--- config.mk ---
export PLATFORM = sky130hd
export DESIGN_NAME = mmio_port_responder
export DESIGN_NICKNAME = d
export VERILOG_FILES = /design/src/rtl/mmio_port_responder.sv
export SDC_FILE = /design/constraint.sdc
export NUM_CORES = 1
export LEC_CHECK = 0
export BUFFER_PORTS_ARGS = -buffer_cell sky130_fd_sc_hd__buf_2
export CAP_MARGIN = 0
export CORE_UTILIZATION = 51
export DETAILED_ROUTE_END_ITERATION = 7
export GPL_TIMING_DRIVEN = 0
export PLACE_DENSITY = 0.93
export REMOVE_ABC_BUFFERS = 1
export SLEW_MARGIN = 20
export SYNTH_ARGS = -nofsm -noshare
export SYNTH_HDL_FRONTEND = slang
export SYNTH_SLANG_ARGS = --single-unit
export TNS_END_PERCENT = 50
--- constraint.sdc ---
create_clock -name clk -period 4.3 [get_ports clk]
set_input_delay 0.86 -clock clk [delete_from_list [all_inputs] [get_ports clk]]
set_output_delay 0.86 -clock clk [all_outputs]
set_load 0.005 [all_outputs]
--- src/rtl/mmio_port_responder.sv ---
// Memory-mapped GPIO responder with PORT_OUT, PORT_IN, W1C EDGE_STS and EDGE_MASK registers.
// Latency: loads return in the same cycle; stores land on the clk edge; inputs reach PORT_IN after 2 edges.
// Backpressure: none; every access completes in the cycle it is presented.
module mmio_port_responder #(
  parameter logic [31:0] BASE_ADDR = 32'h1001_0000,
  parameter int          IN_WIDTH  = 8
) (
  input  logic                clk,
  input  logic                reset,
  input  logic [31:0]         Address,
  input  logic [31:0]         WriteData,
  input  logic                MemRead,
  input  logic                MemWrite,
  output logic [31:0]         ReadData,
  input  logic [IN_WIDTH-1:0] PortIn,
  output logic [31:0]         PortOut,
  output logic                Irq
);

  localparam logic [1:0] OFF_PORT_OUT  = 2'd0;
  localparam logic [1:0] OFF_PORT_IN   = 2'd1;
  localparam logic [1:0] OFF_EDGE_STS  = 2'd2;
  localparam logic [1:0] OFF_EDGE_MASK = 2'd3;

  logic                sel;
  logic [1:0]          offset;
  logic                wrEn;
  logic [31:0]         portOutReg;
  logic [IN_WIDTH-1:0] sync1;
  logic [IN_WIDTH-1:0] sync2;
  logic [IN_WIDTH-1:0] prevIn;
  logic [IN_WIDTH-1:0] edgeSts;
  logic [IN_WIDTH-1:0] edgeMask;
  logic [IN_WIDTH-1:0] riseDet;
  logic [IN_WIDTH-1:0] stsClr;
  logic                irqReg;

  // Word-aligned hits inside the 16-byte window only; anything else is invisible.
  assign sel     = (Address[31:4] == BASE_ADDR[31:4]) && (Address[1:0] == 2'b00);
  assign offset  = Address[3:2];
  assign wrEn    = sel && MemWrite;

  // A rising edge is seen when the synchronized value is high and was low one clk earlier.
  assign riseDet = sync2 & ~prevIn;
  assign stsClr  = (wrEn && (offset == OFF_EDGE_STS)) ? WriteData[IN_WIDTH-1:0] : '0;

  assign PortOut = portOutReg;
  assign Irq     = irqReg;

  // Two-flop synchronizer for the asynchronous pins, plus a delayed copy for edge detection.
  always_ff @(posedge clk or posedge reset) begin
    if (reset) begin
      sync1  <= '0;
      sync2  <= '0;
      prevIn <= '0;
    end else begin
      sync1  <= PortIn;
      sync2  <= sync1;
      prevIn <= sync2;
    end
  end

  // Output port register, driven straight onto PortOut.
  always_ff @(posedge clk or posedge reset) begin
    if (reset) begin
      portOutReg <= '0;
    end else if (wrEn && (offset == OFF_PORT_OUT)) begin
      portOutReg <= WriteData;
    end
  end

  // Interrupt mask register.
  always_ff @(posedge clk or posedge reset) begin
    if (reset) begin
      edgeMask <= '0;
    end else if (wrEn && (offset == OFF_EDGE_MASK)) begin
      edgeMask <= WriteData[IN_WIDTH-1:0];
    end
  end

  // Sticky edge flags: clear first, then OR in new edges so a simultaneous edge wins.
  always_ff @(posedge clk or posedge reset) begin
    if (reset) begin
      edgeSts <= '0;
    end else begin
      edgeSts <= (edgeSts & ~stsClr) | riseDet;
    end
  end

  // Interrupt samples the pre-edge status and mask, so it trails register changes by one clk.
  always_ff @(posedge clk or posedge reset) begin
    if (reset) begin
      irqReg <= 1'b0;
    end else begin
      irqReg <= |(edgeSts & edgeMask);
    end
  end

  // Combinational load path; registers are read before any same-cycle write lands.
  always_comb begin
    ReadData = '0;
    if (sel && MemRead) begin
      case (offset)
        OFF_PORT_OUT:  ReadData = portOutReg;
        OFF_PORT_IN:   ReadData[IN_WIDTH-1:0] = sync2;
        OFF_EDGE_STS:  ReadData[IN_WIDTH-1:0] = edgeSts;
        OFF_EDGE_MASK: ReadData[IN_WIDTH-1:0] = edgeMask;
        default:       ReadData = '0;
      endcase
    end
  end

endmodule

==> summary.md, run 1 <==
| Metric | Value |
|---|---|
| Placed cells | `439` |
| Share of the synthesized area in the top cell type | `57.8%` |
| Fmax achieved | `264 MHz` |
| Largest net degree at the start of global routing | `39` |
| CTS resizes | `0` |
| Synth-to-Final Area Change | `31.6%` |
| Final min period | `about 3.8 ns` |
| Die height | `approximately 81 um` |
| Nets | `451` |
| Root Buffer | `clkbuf_8` |
| Ant. Diodes | `0` |
| I/O pins | `around 140` |
| Number of global-route vias before repair | `approximately 2,300` |
| Worst-margin pin slew | `about 0.8 ns` |
| Antenna violation net count after detailed routing | `0` |
| Initial antenna violation count | `0` |
| TritonCTS buffer count | `9` |
| Synth area leader | `dfrtp_1` |
| Initial DRT Pass Iterations | `4` |
| Fraction of layout cells with a size suffix above 1 | `56.6%` |
| GRT Resource Usage Total | `23.4%` |
| Register area share after synthesis | `57.8%` |
| DPL Wire Length | `5540 um` |
| Avg Inst Size Synth | `between 10 and 15 sq um` |
| Die area | `6510 sq um` |
| Gpl congestion | `around 0.79` |
| Final Skew | `0.00986 ns` |
| Max-cap violations | `0` |
| Drt wl/cell | `between 15 and 20 um` |
| Distinct cells, synth | `26` |
| Final setup vio count | `0` |
| # hold bufs at CTS | `0` |
| Final WL | `between 7000 and 8000 um` |
| Overflow after GRT | `0` |
| Hold WC Path Type | `register to register` |
| CTS max path bufs | `2` |
| Residual DRC count | `0` |
| Initial Util | `between 50% and 60%` |
| Number of flops mapped to enable cells by yosys | `0` |
| # rows | `28` |
| RSZ-0062 raised after global routing | `no` |
| Setup TNS | `0 ns` |
| Most area-consuming cells after synthesis | `dfrtp_1 (58%), mux2_2 (13%), mux4_2 (5.7%)` |
| Ys async rst share | `100%` |
| PwrDens | `327 nW/um^2` |
| Commonest cells in the netlist | `dfrtp_1 (73), mux2_2 (37), and2_1 (27)` |
| Nature of the critical path endpoint | `output port` |
| Clk Latency, worst-skew pair | `~0.35 ns` |
| Final Max Tran Viols | `0` |
| Status | `finished, final reports clean` |
| Tcrit/Tclk final | `88.1%` |
| Via count | `~2,400` |
| CP required | `between 3 and 4 ns` |
| Drt via density | `5.26` |
| Number of port buffers | `between 100 and 150` |
| Critical path type | `primary input to output port` |
| Synth Flop Type | `dfrtp_1` |
| CP max FO | `14` |
| Peak supply drop | `approximately 0.24 mV` |
| Die outline width | `around 81 um` |
| Leakage | `around 2.3 nW` |
| Critical Path Start Type | `primary input` |
| H-tree lvl count | `3` |
| First DRT Iteration DRCs | `90` |
| WP data arrival | `2.93 ns` |
| Filler cell count | `~420` |
| CTS tree | `built` |
| Postcts setup bufs | `0` |
| Ys Warns | `0` |
| Clock sinks | `73` |
| Cells after synthesis | `229` |
| Number of synthesized register bits | `73` |
| Most common cell in the netlist | `dfrtp_1` |
| Core area | `roughly 6000 sq um` |
| Non-Filler Instances | `455` |
| Slew Limit Headroom | `around 46%` |
| Mapped cell area | `around 3200 sq um` |
| First-pass GRT wire length | `approximately 11,000 um` |
| Clk slew on worst S/H paths | `0.07 ns` |
| Final hold violations | `0` |
[cells by family after synthesis]
group / synth area share (%)
simple gates: 15.6
buf+inv: 4.08
compound gates: 2.54
mux: 20.0
flops: 57.8
[area by class of cell]
cell class                 instances  area [sq um]  area share, %
clock inverter                     7          95.1           2.29
timing repair buffer             143           739           17.8
clock buffer                       9           124           2.98
inverter                          18          70.1           1.69
sequential                        73          1830           43.9
multi-input combinational        130          1210           29.0
tap                               75          93.8           2.26
[flip-flops by register name, summed over array words and instances (netlist names)]
name,count
sync1,8
PortOut,32
edgeMask,8
prevIn,8
Irq,1
edgeSts,8
sync2,8
[layout by cell type, fill, tap and decap left out, types with 8 or more instances in the layout]
| master | count |
|---|---|
| and2_1 | 27 |
| buf_2 | 140 |
| clkbuf_8 | 9 |
| dfrtp_1 | 73 |
| inv_1 | 16 |
| mux2_2 | 37 |
| mux4_2 | 8 |
| nand2_1 | 8 |
| nor4_1 | 11 |
| o22ai_1 | 8 |
[layer usage]
layer | track usage, % | share of wire, % | vias up
met2 | 39.2 | 53 | 94
li1 | - | - | 1113
met4 | 12.0 | 2.5 | 0
met3 | 6.25 | 6.8 | 16
met1 | 27.6 | 38 | 1170
met5 | 0 | 0 | -
[metrics by stage]
stage	worst slack, ns	hold WS, ns	util (%)	area [sq um]	total power [mW]
floorplan	0.940	0.331	-	3100	0.744
global placement	0.0777	0.332	65.3	3890	0.789
detailed placement	0.469	0.337	66.1	3940	0.795
CTS	0.458	0.353	69.8	4160	1.37
global route	0.337	0.358	69.8	4160	1.41
finish	0.512	0.350	69.8	4160	1.36
[worst max-delay path, cell delays in order]
cell and delay, ns:
buf_2 0.10, nor4_1 0.61, nand4_1 0.29, nor3_2 0.69
and2_1 0.25, buf_2 0.12
[where the power goes]
part | internal, mW | switching (mW)
combinational | 0.0387 | 0.0394
sequential | 0.697 | 0.00520
clock | 0.326 | 0.254
total | 1.06 | 0.298
[final timing paths]
path	from	to	slack, ns	cells after the start
min reg2reg	sync1[7]	sync2[7]	0.35	0
max reg2reg	edgeSts[5]	Irq	3.40	2
max in group asynchronous	reset	prevIn[0]	3.21	3
max	Address[9]	ReadData[7]	0.51	6
min	sync1[7]	sync2[7]	0.35	0
min in group asynchronous	reset	PortOut[27]	0.53	2
No activity file was read; power rests on OpenSTA's default activity.
==> inputs of run 2 (changes only) <==
Settings changed: CORE_UTILIZATION 51 to 52, CTS_BUF_LIST set to sky130_fd_sc_hd__clkbuf_2, PLACE_DENSITY 0.93 to 0.94.
==> run 2 against run 1 <==
  * Worst hold slack got worse by 0.0027 ns
  * Count of clock-buffer cells in the layout increased by 2
  * Clock power decreased by 39%
  * Critical path depth unchanged
  * Global-route usage about the same
  * Sequential share of layout area increased by 1.2 points
  * Combinational power decreased by 0.8%
  * Routed wire length decreased by 2.7%
  * Die area decreased by 1.9%
  * Cell area decreased by 2.6%
  * Maximum frequency increased by 0.60%
  * Highest routed layer unchanged
  * Critical endpoint is now ReadData[31]
==> summary.md, run 2 (synthesis results as in run 1) <==
| Metric | Value |
|---|---|
| CP Cell Sequence | `buf_2, nor4_1, nand4_1, nor3_2, and3_1, buf_2 (was buf_2, nor4_1, nand4_1, nor3_2, and2_1, buf_2)` |
| Die height | `79.9 um (was 80.7 um)` |
| Final Max Tran Viols | `0 (unchanged)` |
| Number of port buffers | `140 (unchanged)` |
| Synth-to-Final Area Change | `28.1% (was 31.6%)` |
| Commonest non-fill, non-tap cell in the layout | `buf_2 (unchanged)` |
| Final setup vio count | `0 (unchanged)` |
| Critical path type | `primary input to output port (unchanged)` |
| Via count | `2,396 (was 2,393)` |
| Worst-margin pin slew | `0.891 ns (was 0.811 ns)` |
| Hold WC Path Type | `primary input to asynchronous set/reset pin (was register to register)` |
| Initial Util | `53.7% (was 53.0%)` |
| Fmax achieved | `266 MHz (was 264 MHz)` |
| Clk Latency, worst-skew pair | `0.47 ns (was 0.35 ns)` |
| Crit-path max cell delay | `0.74 ns (was 0.69 ns)` |
| Peak supply drop | `0.189 mV (was 0.241 mV)` |
| Nets | `451 (unchanged)` |
| PwrDens | `281 nW/um^2 (was 327 nW/um^2)` |
| Setup TNS | `0 ns (unchanged)` |
| Number of global-route vias before repair | `2,363 (was 2,301)` |
| Core area | `5890 sq um (was 5960 sq um)` |
| Drt wl/cell | `15.7 um (was 16.1 um)` |
| I/O pins | `141 (unchanged)` |
| DPL Wire Length | `5270 um (was 5540 um)` |
| Die outline width | `79.9 um (was 80.7 um)` |
| Largest net degree at the start of global routing | `45 (was 39)` |
| Tcrit/Tclk final | `87.6% (was 88.1%)` |
| Final hold violations | `0 (unchanged)` |
| GRT Resource Usage Total | `23.4% (about the same)` |
| Clock sinks | `73 (unchanged)` |
| First-pass GRT wire length | `11,100 um (was 10,900 um)` |
| TritonCTS buffer count | `9 (unchanged)` |
| Postcts setup bufs | `0 (unchanged)` |
| Residual DRC count | `0 (unchanged)` |
| Drt via density | `5.27 (was 5.26)` |
| Slowest cell on crit path | `nor3_2 (unchanged)` |
| CTS resizes | `0 (unchanged)` |
| Fraction of layout cells with a size suffix above 1 | `55.8% (was 56.6%)` |
| Die area | `6390 sq um (was 6510 sq um)` |
| Commonest cells after routing, fill and taps aside | `buf_2 (140), dfrtp_1 (73), mux2_2 (37), and2_1 (27), inv_1 (16) (unchanged)` |
| CTS tree | `built (unchanged)` |
| Ant. Diodes | `0 (unchanged)` |
| Leakage | `2.30 nW (was 2.34 nW)` |
| Critical Path Start Type | `primary input (unchanged)` |
| Antenna violation net count after detailed routing | `0 (unchanged)` |
| Final WL | `7150 um (was 7340 um)` |
| Most used cell, CP | `buf_2 (unchanged)` |
| Max-cap violations | `0 (unchanged)` |
| Root Buffer | `clkbuf_2 (was clkbuf_8)` |
| Final Skew | `0.00948 ns (was 0.00986 ns)` |
| Total power | `1.14 mW (was 1.36 mW)` |
| Slew Limit Headroom | `40.2% (was 45.6%)` |
| # rows | `28 (unchanged)` |
| CP max FO | `14 (unchanged)` |
| Largest register FFs | `32 (unchanged)` |
| CTS max path bufs | `2 (unchanged)` |
| Final min period | `3.77 ns (was 3.79 ns)` |
| Gpl congestion | `0.839 (was 0.786)` |
| # hold bufs at CTS | `0 (unchanged)` |
| First DRT Iteration DRCs | `154 (was 90)` |
| Initial antenna violation count | `0 (unchanged)` |
| WP data arrival | `2.91 ns (was 2.93 ns)` |
| Status | `finished, final reports clean (unchanged)` |
| Overflow after GRT | `0 (unchanged)` |
| H-tree lvl count | `3 (unchanged)` |
| Nature of the critical path endpoint | `output port (unchanged)` |
| Clk slew on worst S/H paths | `0.18 ns (was 0.07 ns)` |
| RSZ-0062 raised after global routing | `no (unchanged)` |
| Initial DRT Pass Iterations | `4 (unchanged)` |
| CP required | `3.44 ns (about the same)` |
run 2: where the power goes:
part	internal [mW]	leakage (nW)	switching [mW]
registers	0.698	0.923	0.00529
logic	0.0387	1.31	0.0388
clock network	0.133	0.0684	0.221
run 2: critical path, delay by kind of cell:
kind | cells | cell delay, ns
buffers and inverters | 2 | 0.22
and+or+nand+nor | 4 | 1.83
run 2: area by class of cell:
cell class	instances	area, sq um
timing repair buffer	143	747
sequential	73	1830
multi-input combinational	130	1210
clock buffer	11	55.1
inverter	18	70.1
tap	75	93.8
clock inverter	5	46.3
fill	437	1840
run 2: per-layer routing:
metal / global-route usage, % / vias to the layer above / routed length, um
met5: 0 / - / 0
met4: 10.7 / 0 / 89
met3: 4.69 / 9 / 361
met2: 39.4 / 88 / 3780
met1: 29.0 / 1183 / 2920
li1: - / 1116 / -
run 2: metrics by stage:
step                utilization [%]  area, sq um  hold WS [ns]  std cells  worst slack [ns]
CTS                            68.8         4050         0.325        455             0.502
floorplan                         -         3100         0.331        221             0.940
detailed placement             67.0         3950         0.335        439             0.519
finish                         68.8         4050         0.347        455             0.535
global route                   68.8         4050         0.323        455             0.389
global placement               66.1         3890         0.332        436            0.0917
run 2: final timing paths:
check	startpoint	to	slack, ns	cells past startpoint
setup reg to reg	edgeMask[3]	Irq	3.42	2
max in group asynchronous	reset	PortOut[12]	3.38	3
hold reg to reg	sync1[0]	sync2[0]	0.37	0
setup / recovery	Address[9]	ReadData[31]	0.53	6
min in group clk	sync1[0]	sync2[0]	0.37	0
hold / removal	reset	sync2[4]	0.35	2
